--- src/rtl/mage_pkg.sv ---
// -----------------------------------------------------------------------------
// mage_pkg
// Shared types and constants for the AGE loop sequencer slice.
//   AGE_PIPE_DEPTH  : AGE pipeline depth; default drain length of the sequencer.
//   lp_iv_vec_t     : IV vector for the default 3-loop, 8-bit configuration.
//   age_seq_state_t : sequencer FSM state encoding (IDLE/RUN/DRAIN/DONE).
// No ports (package).
// -----------------------------------------------------------------------------
package mage_pkg;

  localparam int AGE_PIPE_DEPTH = 2;
  localparam int AGE_N_LOOPS    = 3;
  localparam int AGE_NBIT_LP_IV = 8;

  typedef logic [AGE_N_LOOPS-1:0][AGE_NBIT_LP_IV-1:0] lp_iv_vec_t;

  typedef logic [1:0] age_seq_state_t;
  localparam age_seq_state_t SEQ_IDLE  = 2'd0;
  localparam age_seq_state_t SEQ_RUN   = 2'd1;
  localparam age_seq_state_t SEQ_DRAIN = 2'd2;
  localparam age_seq_state_t SEQ_DONE  = 2'd3;

endpackage

--- src/rtl/age_loop_sequencer_if.sv ---
// -----------------------------------------------------------------------------
// age_loop_sequencer_if
// Bundles the configuration/control inputs and the AGE-facing outputs of the
// loop sequencer.
//   master : CSR / driver side (drives start, stall, bounds; observes outputs)
//   slave  : sequencer side
// Optional macro MAGE_AGE_SEQ_STRIDE_EN adds lp_step_i (per-loop IV step).
// -----------------------------------------------------------------------------
interface age_loop_sequencer_if #(
  parameter int N_LOOPS    = 3,
  parameter int NBIT_LP_IV = 8
);
  logic                          start_i;
  logic                          stall_i;
  logic [N_LOOPS*NBIT_LP_IV-1:0] lp_bound_i;
`ifdef MAGE_AGE_SEQ_STRIDE_EN
  logic [N_LOOPS*NBIT_LP_IV-1:0] lp_step_i;
`endif
  logic [N_LOOPS*NBIT_LP_IV-1:0] iv_o;
  logic                          valid_o;
  logic                          acc_reset_o;
  logic                          active_o;
  logic                          end_lp_o;
  logic                          done_o;
  logic                          busy_o;

  modport master (
`ifdef MAGE_AGE_SEQ_STRIDE_EN
    output lp_step_i,
`endif
    output start_i, stall_i, lp_bound_i,
    input  iv_o, valid_o, acc_reset_o, active_o, end_lp_o, done_o, busy_o
  );

  modport slave (
`ifdef MAGE_AGE_SEQ_STRIDE_EN
    input  lp_step_i,
`endif
    input  start_i, stall_i, lp_bound_i,
    output iv_o, valid_o, acc_reset_o, active_o, end_lp_o, done_o, busy_o
  );
endinterface

--- src/rtl/age_iv_counter.sv ---
// -----------------------------------------------------------------------------
// age_iv_counter
// One loop induction-variable counter, chained odometer-style.
//   clk_i, rst_n_i : clock, asynchronous active-low reset
//   clr_i          : force IV to 0 (kernel start)
//   en_i           : an iteration is issued this cycle
//   carry_i        : lower loops wrapped (tie high for innermost loop)
//   bound_i        : last IV value (inclusive)
//   step_i         : IV increment (non-zero)
//   iv_o           : current IV
//   carry_o        : this loop wraps on the current advance
// -----------------------------------------------------------------------------
module age_iv_counter #(
  parameter int NBIT_LP_IV = 8
) (
  input  logic                  clk_i,
  input  logic                  rst_n_i,
  input  logic                  clr_i,
  input  logic                  en_i,
  input  logic                  carry_i,
  input  logic [NBIT_LP_IV-1:0] bound_i,
  input  logic [NBIT_LP_IV-1:0] step_i,
  output logic [NBIT_LP_IV-1:0] iv_o,
  output logic                  carry_o
);
  logic [NBIT_LP_IV-1:0] iv_q, iv_d;
  logic [NBIT_LP_IV:0]   sum;
  logic                  wrap;

  // One extra bit so iv+step can never alias back below the bound.
  assign sum     = {1'b0, iv_q} + {1'b0, step_i};
  assign wrap    = sum > {1'b0, bound_i};
  assign carry_o = carry_i & wrap;
  assign iv_o    = iv_q;

  always_comb begin
    iv_d = iv_q;
    if (clr_i)
      iv_d = '0;
    else if (en_i && carry_i)
      iv_d = wrap ? '0 : sum[NBIT_LP_IV-1:0];
  end

  always_ff @(posedge clk_i or negedge rst_n_i) begin
    if (!rst_n_i) iv_q <= '0;
    else          iv_q <= iv_d;
  end
endmodule

--- src/rtl/age_loop_sequencer.sv ---
// -----------------------------------------------------------------------------
// age_loop_sequencer
// Nested-loop controller feeding one AGE instance. On start it latches the
// per-loop bounds and issues one iteration per unstalled cycle, then keeps
// active high for DRAIN_CYCLES while the AGE pipeline empties, pulses end_lp
// on the first drain cycle and done once draining completes.
//   clk_i, rst_n_i : clock, asynchronous active-low reset
//   bus (slave)    : start_i, stall_i, lp_bound_i [, lp_step_i] in;
//                    iv_o, valid_o, acc_reset_o, active_o, end_lp_o, done_o,
//                    busy_o out
// Optional macro MAGE_AGE_SEQ_STRIDE_EN: per-loop step latched at start
// (step 0 behaves as 1); otherwise every loop steps by 1.
// -----------------------------------------------------------------------------
module age_loop_sequencer
  import mage_pkg::*;
#(
  parameter int N_LOOPS      = 3,
  parameter int NBIT_LP_IV   = 8,
  parameter int DRAIN_CYCLES = AGE_PIPE_DEPTH
) (
  input logic                 clk_i,
  input logic                 rst_n_i,
  age_loop_sequencer_if.slave bus
);
  localparam int DCNT_W = (DRAIN_CYCLES > 1) ? $clog2(DRAIN_CYCLES) : 1;

  typedef logic [N_LOOPS-1:0][NBIT_LP_IV-1:0] iv_vec_t;

  age_seq_state_t    state_q, state_d;
  iv_vec_t           bound_q, bound_d;
  iv_vec_t           step_eff;
  iv_vec_t           iv;
  logic [DCNT_W-1:0] drain_q, drain_d;
  logic              end_lp_q, end_lp_d;
  logic [N_LOOPS-1:0] carry;
  logic              kick, issue, last_iter;

  assign kick      = (state_q == SEQ_IDLE) && bus.start_i;
  assign issue     = (state_q == SEQ_RUN) && !bus.stall_i;
  // Outermost carry-out means every loop sits at its final value.
  assign last_iter = issue && carry[N_LOOPS-1];
  assign bound_d   = kick ? iv_vec_t'(bus.lp_bound_i) : bound_q;

`ifdef MAGE_AGE_SEQ_STRIDE_EN
  iv_vec_t step_q, step_d;

  always_comb begin
    step_d = step_q;
    if (kick) begin
      for (int k = 0; k < N_LOOPS; k++) begin
        step_d[k] = bus.lp_step_i[k*NBIT_LP_IV +: NBIT_LP_IV];
        if (step_d[k] == '0) step_d[k] = NBIT_LP_IV'(1);
      end
    end
  end

  always_ff @(posedge clk_i or negedge rst_n_i) begin
    if (!rst_n_i) step_q <= '0;
    else          step_q <= step_d;
  end

  assign step_eff = step_q;
`else
  assign step_eff = {N_LOOPS{NBIT_LP_IV'(1)}};
`endif

  for (genvar k = 0; k < N_LOOPS; k++) begin : g_lp
    logic cin;
    if (k == 0) begin : g_inner
      assign cin = 1'b1;
    end else begin : g_outer
      assign cin = carry[k-1];
    end

    age_iv_counter #(.NBIT_LP_IV(NBIT_LP_IV)) u_cnt (
      .clk_i   (clk_i),
      .rst_n_i (rst_n_i),
      .clr_i   (kick),
      .en_i    (issue),
      .carry_i (cin),
      .bound_i (bound_q[k]),
      .step_i  (step_eff[k]),
      .iv_o    (iv[k]),
      .carry_o (carry[k])
    );
  end

  always_comb begin
    state_d  = state_q;
    drain_d  = drain_q;
    end_lp_d = 1'b0;
    case (state_q)
      SEQ_IDLE: if (kick) state_d = SEQ_RUN;
      SEQ_RUN: begin
        if (last_iter) begin
          state_d  = SEQ_DRAIN;
          drain_d  = DCNT_W'(DRAIN_CYCLES - 1);
          end_lp_d = 1'b1;
        end
      end
      SEQ_DRAIN: begin
        if (drain_q == '0) state_d = SEQ_DONE;
        else               drain_d = drain_q - DCNT_W'(1);
      end
      SEQ_DONE: state_d = SEQ_IDLE;
      default:  state_d = SEQ_IDLE;
    endcase
  end

  always_ff @(posedge clk_i or negedge rst_n_i) begin
    if (!rst_n_i) begin
      state_q  <= SEQ_IDLE;
      bound_q  <= '0;
      drain_q  <= '0;
      end_lp_q <= 1'b0;
    end else begin
      state_q  <= state_d;
      bound_q  <= bound_d;
      drain_q  <= drain_d;
      end_lp_q <= end_lp_d;
    end
  end

  assign bus.iv_o        = iv;
  assign bus.valid_o     = issue;
  // Innermost carry-out marks the last iteration of the innermost loop.
  assign bus.acc_reset_o = issue && carry[0];
  assign bus.active_o    = (state_q == SEQ_RUN) || (state_q == SEQ_DRAIN);
  assign bus.end_lp_o    = end_lp_q;
  assign bus.done_o      = (state_q == SEQ_DONE);
  assign bus.busy_o      = (state_q != SEQ_IDLE);
endmodule

--- src/flat_wrapper.sv ---
// flat-port wrapper written by rule: the top's interface ports become plain ports
module age_loop_sequencer_flat import mage_pkg::*;
#(
  parameter int N_LOOPS      = 3,
  parameter int NBIT_LP_IV   = 8,
  parameter int DRAIN_CYCLES = AGE_PIPE_DEPTH
)
  (clk_i, rst_n_i, bus_start_i, bus_stall_i, bus_lp_bound_i, bus_iv_o, bus_valid_o, bus_acc_reset_o, bus_active_o, bus_end_lp_o, bus_done_o, bus_busy_o);
  age_loop_sequencer_if #(.N_LOOPS(N_LOOPS), .NBIT_LP_IV(NBIT_LP_IV)) bus_i ();
  input logic clk_i;
  input logic rst_n_i;
  input wire logic [$bits(bus_i.start_i)-1:0] bus_start_i;
  input wire logic [$bits(bus_i.stall_i)-1:0] bus_stall_i;
  input wire logic [$bits(bus_i.lp_bound_i)-1:0] bus_lp_bound_i;
  output wire logic [$bits(bus_i.iv_o)-1:0] bus_iv_o;
  output wire logic [$bits(bus_i.valid_o)-1:0] bus_valid_o;
  output wire logic [$bits(bus_i.acc_reset_o)-1:0] bus_acc_reset_o;
  output wire logic [$bits(bus_i.active_o)-1:0] bus_active_o;
  output wire logic [$bits(bus_i.end_lp_o)-1:0] bus_end_lp_o;
  output wire logic [$bits(bus_i.done_o)-1:0] bus_done_o;
  output wire logic [$bits(bus_i.busy_o)-1:0] bus_busy_o;
  assign bus_i.start_i = bus_start_i;
  assign bus_i.stall_i = bus_stall_i;
  assign bus_i.lp_bound_i = bus_lp_bound_i;
  assign bus_iv_o = bus_i.iv_o;
  assign bus_valid_o = bus_i.valid_o;
  assign bus_acc_reset_o = bus_i.acc_reset_o;
  assign bus_active_o = bus_i.active_o;
  assign bus_end_lp_o = bus_i.end_lp_o;
  assign bus_done_o = bus_i.done_o;
  assign bus_busy_o = bus_i.busy_o;
  age_loop_sequencer #(.N_LOOPS(N_LOOPS), .NBIT_LP_IV(NBIT_LP_IV), .DRAIN_CYCLES(DRAIN_CYCLES)) u_core (.clk_i(clk_i), .rst_n_i(rst_n_i), .bus(bus_i));
endmodule
--- config.mk ---
export PLATFORM = sky130hd
export DESIGN_NAME = age_loop_sequencer_flat
export DESIGN_NICKNAME = d
export VERILOG_FILES = /design/src/rtl/mage_pkg.sv /design/src/rtl/age_loop_sequencer_if.sv /design/src/rtl/age_iv_counter.sv /design/src/rtl/age_loop_sequencer.sv /design/src/flat_wrapper.sv
export SDC_FILE = /design/constraint.sdc
export NUM_CORES = 1
export LEC_CHECK = 0
export CORE_MARGIN = 3
export CORE_UTILIZATION = 50
export DETAILED_ROUTE_END_ITERATION = 7
export MAX_ROUTING_LAYER = met4
export PLACE_DENSITY = 0.87
export SETUP_SLACK_MARGIN = 0.05
export SYNTH_ARGS = -nofsm -noshare
export SYNTH_HDL_FRONTEND = slang
export SYNTH_SLANG_ARGS = --single-unit
--- constraint.sdc ---
create_clock -name clk_i -period 8.2 [get_ports clk_i]
set_input_delay 1.64 -clock clk_i [delete_from_list [all_inputs] [get_ports clk_i]]
set_output_delay 1.64 -clock clk_i [all_outputs]
set_load 0.02 [all_outputs]
After elaboration in Yosys (flattened, before gate mapping)
Cells that the tools add are included.
{ "op_classes": {"muxes": 18, "bitwise": 2, "n_shift": 0, "n_div": 0, "eq_ne": 6, "add_sub_neg": 4, "n_mul": 0, "order_cmp": 3, "n_reduce_logical": 15} }
{ "ops": {"columns": ["cell", "n"], "rows": [
  ["$mux 8", 9],
  ["$add 8x1->9 const B", 3],
  ["$gt 9x8->1", 3],
  ["$reduce_bool 2->1", 5],
  ["$pmux 2 s4", 1],
  ["$mux 2", 3],
  ["$logic_and 1x1->1", 5],
  ["$eq 2x2->1 const B", 2],
  ["$mux 1", 4],
  ["$ne 2x1->1 const B", 2],
  ["$reduce_and 3->1", 1],
  ["$and 1x1->1", 2],
  ["$eq 2x1->1 const B", 1],
  ["$logic_not 2->1", 1],
  ["$ne 2x2->1 const B", 1],
  ["$pmux 1 s2", 1],
  ["$reduce_and 2->1", 1],
  ["$logic_not 1->1", 1],
  ["$logic_or 1x1->1", 1],
  ["$sub 1x1->1 const B", 1]
]} }
{ "totals": {"romBits": 0, "ramBits": 0, "in_bits": 28, "word_cells": 57, "mem_count": 0, "latchBits": 0, "regBits": 52} }

Depth between registers and ports, before layout
Gate-level depths: netlist (run 1).
{ "logic_depth": {"depth_word": 7, "depth_mapped": 12, "ltp_nobuf": 12} }

Cells and area by module
A second synthesis (run 1) with hierarchy kept.
{ "unflattened": {"cells_unflattened": 337, "area_unflattened_um2": 3676.0} }
{ "by_module_without_submodules": {"columns": ["module", "area_per_inst_um2", "n_inst", "seq_area_each_um2", "cells_per_inst"], "rows": [
  ["age_iv_counter at u_core.g_lp[1].u_cnt ...", 847.1, 2, 200.2, 87],
  ["age_loop_sequencer", 1153.6, 1, 700.7, 78],
  ["age_iv_counter at u_core.g_lp[0].u_cnt", 828.3, 1, 200.2, 85]
]} }

Least setup slack after synthesis (run 1)
No wires, ideal clock.
{ "synth_path": {"path_type": "input to output", "startpoint": "input port bus_stall_i", "endpoint": "output port bus_acc_reset_o", "setup_slack_ns": 3.923, "t_required_ns": 6.560, "cell_stages": 4, "n_path_buf": 0, "arrival_ns": 2.637, "cell_sequence": "nand2b_1 clkinv_1 o21ai_2 inv_1"} }
{ "synth_via": {"elab_chain_cells": 3} }
{ "synth_lines": {"columns": ["element", "line_no", "rtl"], "rows": [
  ["start: declaration", "flat_wrapper.sv:13", "input wire logic [$bits(bus_i.stall_i)-1:0] bus_stall_i;"],
  ["$logic_not 1->1", "age_loop_sequencer.sv:39", "assign issue = (state_q == SEQ_RUN) && !bus.stall_i;"],
  ["$logic_and 1x1->1", "age_loop_sequencer.sv:39", null],
  ["named net bus_valid_o", "flat_wrapper.sv:16", "output wire logic [$bits(bus_i.valid_o)-1:0] bus_valid_o;"],
  ["$logic_and 1x1->1", "age_loop_sequencer.sv:127", "assign bus.acc_reset_o = issue && carry[0];"],
  ["end: declaration", "flat_wrapper.sv:17", "output wire logic [$bits(bus_i.acc_reset_o)-1:0] bus_acc_reset_o;"]
]} }
The timed path passes the listed nets, and every way through them passes these cells.

Worst setup path in the final report (run 1)
{ "layout_path": {"startpoint": "input port bus_stall_i", "endpoint": "output port bus_acc_reset_o"} }
{ "layout_via": {"elab_chain_cells": 3} }
{ "layout_lines": {"columns": ["element", "line_no"], "rows": [
  ["$logic_not 1->1", "age_loop_sequencer.sv:39"],
  ["$logic_and 1x1->1", "age_loop_sequencer.sv:39"],
  ["$logic_and 1x1->1", "age_loop_sequencer.sv:127"]
]} }
Every way passes these cells.

==> qor.csv, run 1 <==
stage;metric;value;unit
placement;port_buffers;57;
logic_synthesis;synth_fp_nets;413;
outcome;status;finished clean;
critical_path;critPathArrivalTime;3.63;ns
hold_path;hp-start;u_core.bound_q[16];
clock_tree;post-cts-setup-buffers;0;
clock_tree;htreeDepth;2;
clock_tree;numCtsBuffers;5;
pwr;p_sw_share;40.4;%
logic_synthesis;syn_avg_cell_area;9.34;µm²
timing;clock.fmax;190;MHz
finish;syn_to_final_growth;21.9;%
floorplanning;row_count;28;
pwr;p_leak;0.00191;µW
global_route;grt_usage;21.2;%
critical_path;critPathRequiredTime;6.56;ns
pwr;cell_internal_pwr;571;µW
critical_path;startpoint;bus_stall_i;
pwr;p_total;959;µW
placement;dp_hpwl;5.57;mm
finish;final_cell_mix;clkdlybuf4s50_1 (56), nand2_1 (52), dfrtp_1 (52), o21ai_0 (32), ha_1 (32);
logic_synthesis;yosysUniqueCellTypes;56;
floorplanning;die-area;0.00760;mm²
run;drv_cap;0;
timing;worst_pin_slew;1.03;ns
timing;rsz0062_at_grt;false;
timing;fin_skew;0.0119;ns
floorplanning;start_util;53.4;%
floorplanning;core-area;0.00617;mm²
pwr;power_frac_comb;46.0;%
finish;fin_util;65.2;%
timing;slew_headroom;31.1;%
critical_path;crit_type;primary input to output pin;
routing;vias;2770;
pwr;powerDensity;239;mW/mm²
clock_tree;cts_tree;yes;
clock_tree;clk_latency;0.31;ns
logic_synthesis;synth_flop_cell;dfrtp_1;
hold_path;hp-class;flop to flop;
routing;viasPerCell;5.72;
global_route;grt_pass1_vias;2690;
global_route;grt_pass1_wl;12.5;mm
routing;drt_iter0_markers;106;
timing;worst_hold_slack;0.488;ns
logic_synthesis;synth_edf_count;0;
logic_synthesis;synthCells;353;
finish;drive_above_1_share;6.85;%
logic_synthesis;ys_seq_elements;52;
timing;setup-violations-final;0;
critical_path;cp_slowest_stage_delay;0.56;ns
timing;final.setup.tns;0;ns
clock_tree;cts.sinks;52;
pwr;p_clk_share;16.0;%
timing;period_share;64.3;%
floorplanning;die-height;87.2;µm
clock_tree;cts_resized;0;
floorplanning;die_w;87.2;µm
global_route;grt_antenna_before_repair;0;
finish;fill_cells;505;
floorplanning;num_io_pins;58;
clock_tree;hold_buffers;0;
routing;drt_pass1_iterations;5;
finish;final_cells;484;
logic_synthesis;yosysWarnings;0;
placement;globalplace.congestion;0.890;
critical_path;critPathMaxFanout;9;
critical_path;path_common_cell;clkdlybuf4s50_1;
critical_path;critPathSlowestCell;clkdlybuf4s50_1;
global_route;grt_start_max_net_pins;63;
routing;finalWirelength;7.50;mm
routing;antenna_left;0;
pwr;power.share.sequential;38.0;%
logic_synthesis;ys_seq_area_share;39.5;%
critical_path;startpoint_type;primary input;
pwr;power_switching;388;µW
finish;fin_nets;468;
logic_synthesis;async_flop_share;100;%
routing;detail_route.wl_per_cell;15.5;µm
clock_tree;clk_pin_slew;0.10;ns
finish;num_antenna_cells;0;
timing;slew_viol_final;0;
logic_synthesis;syn_area;0.00330;mm²
timing;fin_crit;5.27;ns
routing;route.detailed.drc;0;
timing;finalHoldViolCount;0;
critical_path;timing.rr.start;u_core.g_lp[1].u_cnt.iv_o[0];
finish;final_common_cell;clkdlybuf4s50_1;
critical_path;endpoint_kind;output pin;
clock_tree;root_buffer;clkbuf_8;
global_route;overflow;0;
placement;dpl.cell_count;476;
clock_tree;cts.path.max_buffers;2;
pwr;ir_drop;0.263;mV
critical_path;crit_path_cell_trace;clkdlybuf4s50_1 > nand2b_1 > clkinv_1 > o21ai_2 > inv_1 > clkdlybuf4s50_1;
synthesized netlist by cell type (all sizes together) (2+ instances only):
master	instances	share of area (%)
nor3b	5	1.1
xor2	10	2.7
nor2	16	1.9
nand3	15	2.6
nand4	4	0.95
and4	2	0.53
a21oi	12	1.8
mux2i	2	0.61
a32o	7	2.1
and2	5	0.95
nor3	6	0.91
xnor2	8	2.1
clkbuf	8	0.91
a2bb2oi	2	0.53
a21o	2	0.46
nand2b	3	0.57
dfrtp	52	39
nand3b	4	0.91
buf	2	0.27
inv	27	3.1
a211oi	2	0.61
ha	32	12
nand2	52	5.9
a22oi	4	0.91
o21ai	38	5.9
a21boi	2	0.46
and3	11	2.1
metal layers:
| layer | track usage, % | vias up | wire length (µm) |
|---|---|---|---|
| met1 | 28.2 | 1332 | 3560 |
| met2 | 34.3 | 71 | 3510 |
| met3 | 3.41 | 7 | 335 |
| met5 | - | - | 0 |
| li1 | - | 1360 | - |
| met4 | 5.02 | 0 | 88 |
power groups by stage:
stage,combinational (µW),sequential [µW],clock (µW)
2_1_floorplan,304,367,0
3_3_place_gp,419,365,0
3_5_place_dp,439,368,0
4_1_cts,443,364,154
5_1_grt,504,372,165
6_report,442,365,153
final cells by class:
class	instances	area, µm²	share of cell area (%)
timing repair buffer	58	573	14.3
inverter	28	105	2.62
tap	75	93.8	2.34
multi-input combinational	263	1850	46.1
clock buffer	6	82.6	2.06
sequential	52	1300	32.4
clock inverter	2	10.0	0.249
kinds of logic (layout without fill, tap and decap cells):
| group | count (synthesis) | count (layout) | synth area share, % |
|---|---|---|---|
| and+or+nand+nor | 126 | 126 | 19.1 |
| AOI/OAI and AO/OA | 85 | 85 | 19.5 |
| DFF | 52 | 52 | 39.5 |
| buffers and inverters | 38 | 94 | 4.37 |
| adders and majority gates | 32 | 32 | 12.1 |
| xor gates and xnor gates | 18 | 18 | 4.78 |
| muxes | 2 | 2 | 0.607 |
registers in the layout (all words and copies together) (netlist names):
register / flops
u_core.drain_q: 1
u_core.g_lp.u_cnt.iv_o: 24
u_core.bound_q: 24
u_core.bus.end_lp_o: 1
u_core.state_q: 2
path summary, 6_finish.rpt:
| kind | endpoint | slack, ns | depth (start not counted) |
|---|---|---|---|
| max | bus_acc_reset_o | 2.93 | 6 |
| min | u_core.bound_q[16] | 0.49 | 2 |
| max reg2reg | u_core.g_lp[2].u_cnt.iv_o[3] | 4.72 | 11 |
| min reg2reg | u_core.bound_q[16] | 0.49 | 2 |
| max in group asynchronous | u_core.g_lp[0].u_cnt.iv_o[0] | 6.30 | 2 |
| min in group asynchronous | u_core.bound_q[19] | 1.43 | 2 |
critical path: cells and delay by family:
kind / cells / cell delay, ns
AOI/OAI and AO/OA: 1 / 0.25
buffers and inverters: 4 / 1.42
and+or+nand+nor: 1 / 0.32
stage by stage:
step	setup WS (ns)	area, µm²
2_1_floorplan	3.92	3300
3_3_place_gp	3.03	3930
3_5_place_dp	2.95	3930
4_1_cts	2.95	4020
5_1_grt	2.74	4020
6_report	2.93	4020
No activity file was read; power rests on OpenSTA's default activity.
==> inputs of run 2 (changes only) <==
- clock period: 8.2 -> 5.4 ns (I/O delays scaled with it)
==> run 2 against run 1 <==
- core utilization unchanged
- highest routed layer unchanged
- total power up 52%
- combinational power up 52%
- non-clock buffer count unchanged
- sequential cell count unchanged
- cell count unchanged
- sequential share of layout area unchanged
- worst setup slack worse by 2.2 ns
- sequential power up 51%
- critical path type is now flop to output pin
- routed wire length up 3.0%
- critical endpoint unchanged
- critical path depth up 6
==> qor.csv, run 2 (synthesis results as in run 1) <==
stage;metric;value;unit
critical_path;path_depth;12;
timing;slew_viol_final;0;
finish;fill_cells;485;
timing;fin_crit;4.66;ns
global_route;busiest_layer;met2;
pwr;p_total;1460;µW
critical_path;critical-path-top-delay-family;simple AND/OR/NAND/NOR gates;
routing;detail_route.wl_per_cell;16.0;µm
routing;finalWirelength;7.72;mm
critical_path;critPathMaxFanout;9;
routing;drt_pass1_iterations;4;
critical_path;endpoint_kind;output pin;
timing;final.setup.tns;0;ns
floorplanning;die_w;87.2;µm
critical_path;critPathArrivalTime;3.58;ns
placement;dp_hpwl;5.73;mm
finish;syn_to_final_growth;21.9;%
global_route;grt_start_max_net_pins;63;
timing;setup-violations-final;0;
timing;fin_skew;0.00571;ns
clock_tree;root_buffer;clkbuf_8;
timing;rsz0062_at_grt;false;
clock_tree;htreeDepth;2;
critical_path;crit_type;flop to output pin;
global_route;grtUsageMet1;29.0;%
outcome;status;finished clean;
global_route;overflow;0;
pwr;cell_internal_pwr;866;µW
critical_path;startpoint_type;flop;
clock_tree;cts.sinks;52;
clock_tree;hold_buffers;0;
critical_path;cp_slowest_stage_delay;0.56;ns
critical_path;critPathSlowestCell;clkdlybuf4s50_1;
timing;finalWorstSetupSlack;0.742;ns
pwr;p_sw_share;40.6;%
placement;globalplace.congestion;0.897;
pwr;power_frac_comb;46.1;%
clock_tree;numCtsBuffers;5;
global_route;grt_antenna_before_repair;0;
timing;clock.fmax;215;MHz
floorplanning;core-area;0.00617;mm²
routing;drt_iter0_markers;142;
critical_path;critPathRequiredTime;4.32;ns
routing;vias;2770;
timing;slew_headroom;33.4;%
floorplanning;row_count;28;
floorplanning;die-height;87.2;µm
finish;final_cell_mix;clkdlybuf4s50_1 (56), nand2_1 (52), dfrtp_1 (52), o21ai_0 (32), ha_1 (32);
timing;period_share;86.3;%
run;drv_cap;0;
timing;finalHoldViolCount;0;
critical_path;setup.worst_path.end;bus_acc_reset_o;
critical_path;timing.rr.start;u_core.g_lp[1].u_cnt.iv_o[0];
global_route;grt_use_met2;35.7;%
pwr;power.share.sequential;37.8;%
critical_path;worstPathBufferInverterCount;3;
pwr;power_switching;593;µW
pwr;p_clk_share;16.0;%
placement;dpl.cell_count;476;
pwr;ir_drop;0.366;mV
clock_tree;post-cts-setup-buffers;0;
critical_path;r2r_setup_slack;1.93;ns
finish;final_cells;484;
floorplanning;num_io_pins;58;
finish;final_common_cell;clkdlybuf4s50_1;
finish;drive_above_1_share;6.85;%
clock_tree;cts_tree;yes;
floorplanning;start_util;53.4;%
critical_path;startpoint;u_core.g_lp[0].u_cnt.iv_o[0];
finish;fin_nets;468;
placement;port_buffers;57;
hold_path;hp-class;flop to flop;
placement;dpl_cell_area;0.00393;mm²
clock_tree;clk_latency;0.31;ns
pwr;p_leak;0.00191;µW
clock_tree;cts_resized;0;
clock_tree;clk_pin_slew;0.10;ns
routing;antenna_left;0;
routing;route.detailed.drc;0;
global_route;grt_usage;22.1;%
critical_path;reg2reg_depth;11;
routing;viasPerCell;5.72;
global_route;met3_usage;3.69;%
clock_tree;cts.path.max_buffers;2;
critical_path;crit_path_cell_trace;and3_1 > nand3_1 > inv_1 > and3_1 > xor2_1 > ha_1 > and3_2 > nand3_1 > a32o_1 > o21ai_2 > inv_1 > clkdlybuf4s50_1;
critical_path;r2r_end;u_core.g_lp[2].u_cnt.iv_o[4];
global_route;grt_pass1_wl;12.9;mm
timing;worst_pin_slew;0.998;ns
pwr;powerDensity;363;mW/mm²
floorplanning;die-area;0.00760;mm²
placement;dp_slack;1.10;ns
global_route;grt_pass1_vias;2720;
finish;num_antenna_cells;0;
finish;final_area;0.00402;mm²
[run 2: cell counts in the layout (fill, tap and decap cells not counted)]
Identical to the previous run, type by type.
[run 2: power by group through the flow]
stage,registers [µW],clock network [µW],logic [µW]
CTS,551,238,674
detailed placement,559,0,668
finish,552,234,673
global placement,553,0,642
floorplan,557,0,462
global route,563,255,767
[run 2: final cells by class]
cell class	count	area, µm²	share of cell area, %
timing repair buffer	58	573	14.3
clock inverter	2	10.0	0.249
sequential	52	1300	32.4
multi-input combinational	263	1850	46.1
inverter	28	105	2.62
tap	75	93.8	2.34
clock buffer	6	82.6	2.06
[run 2: metal layers]
layer | routed length [µm] | vias to the layer above
met5 | 0 | -
met3 | 362 | 7
met1 | 3510 | 1339
met2 | 3760 | 67
met4 | 93 | 0
li1 | - | 1357
[run 2: per-stage QoR]
step	hold WS [ns]	utilization, %
4_1_cts	0.497	65.2
2_1_floorplan	0.450	-
6_report	0.507	65.2
5_1_grt	0.528	65.2
3_3_place_gp	0.463	63.7
3_5_place_dp	0.476	63.7
[run 2: how the worst min path moves through the flow]
| stage | startpoint | to | slack [ns] | cells past startpoint |
|---|---|---|---|---|
| floorplan | u_core.bound_q[0] | u_core.bound_q[0] | 0.45 | 2 |
| global placement | u_core.bound_q[16] | u_core.bound_q[16] | 0.46 | 2 |
| detailed placement | u_core.bound_q[16] | u_core.bound_q[16] | 0.48 | 2 |
| CTS | u_core.bound_q[16] | u_core.bound_q[16] | 0.50 | 2 |
| global route | u_core.bound_q[16] | u_core.bound_q[16] | 0.53 | 2 |
| finish | u_core.bound_q[16] | u_core.bound_q[16] | 0.51 | 2 |
[run 2: worst min-delay path, cell delays in order (launching register included)]
cell and delay, ns:
dfrtp_1 0.37, nand2_1 0.05, nand2_1 0.06
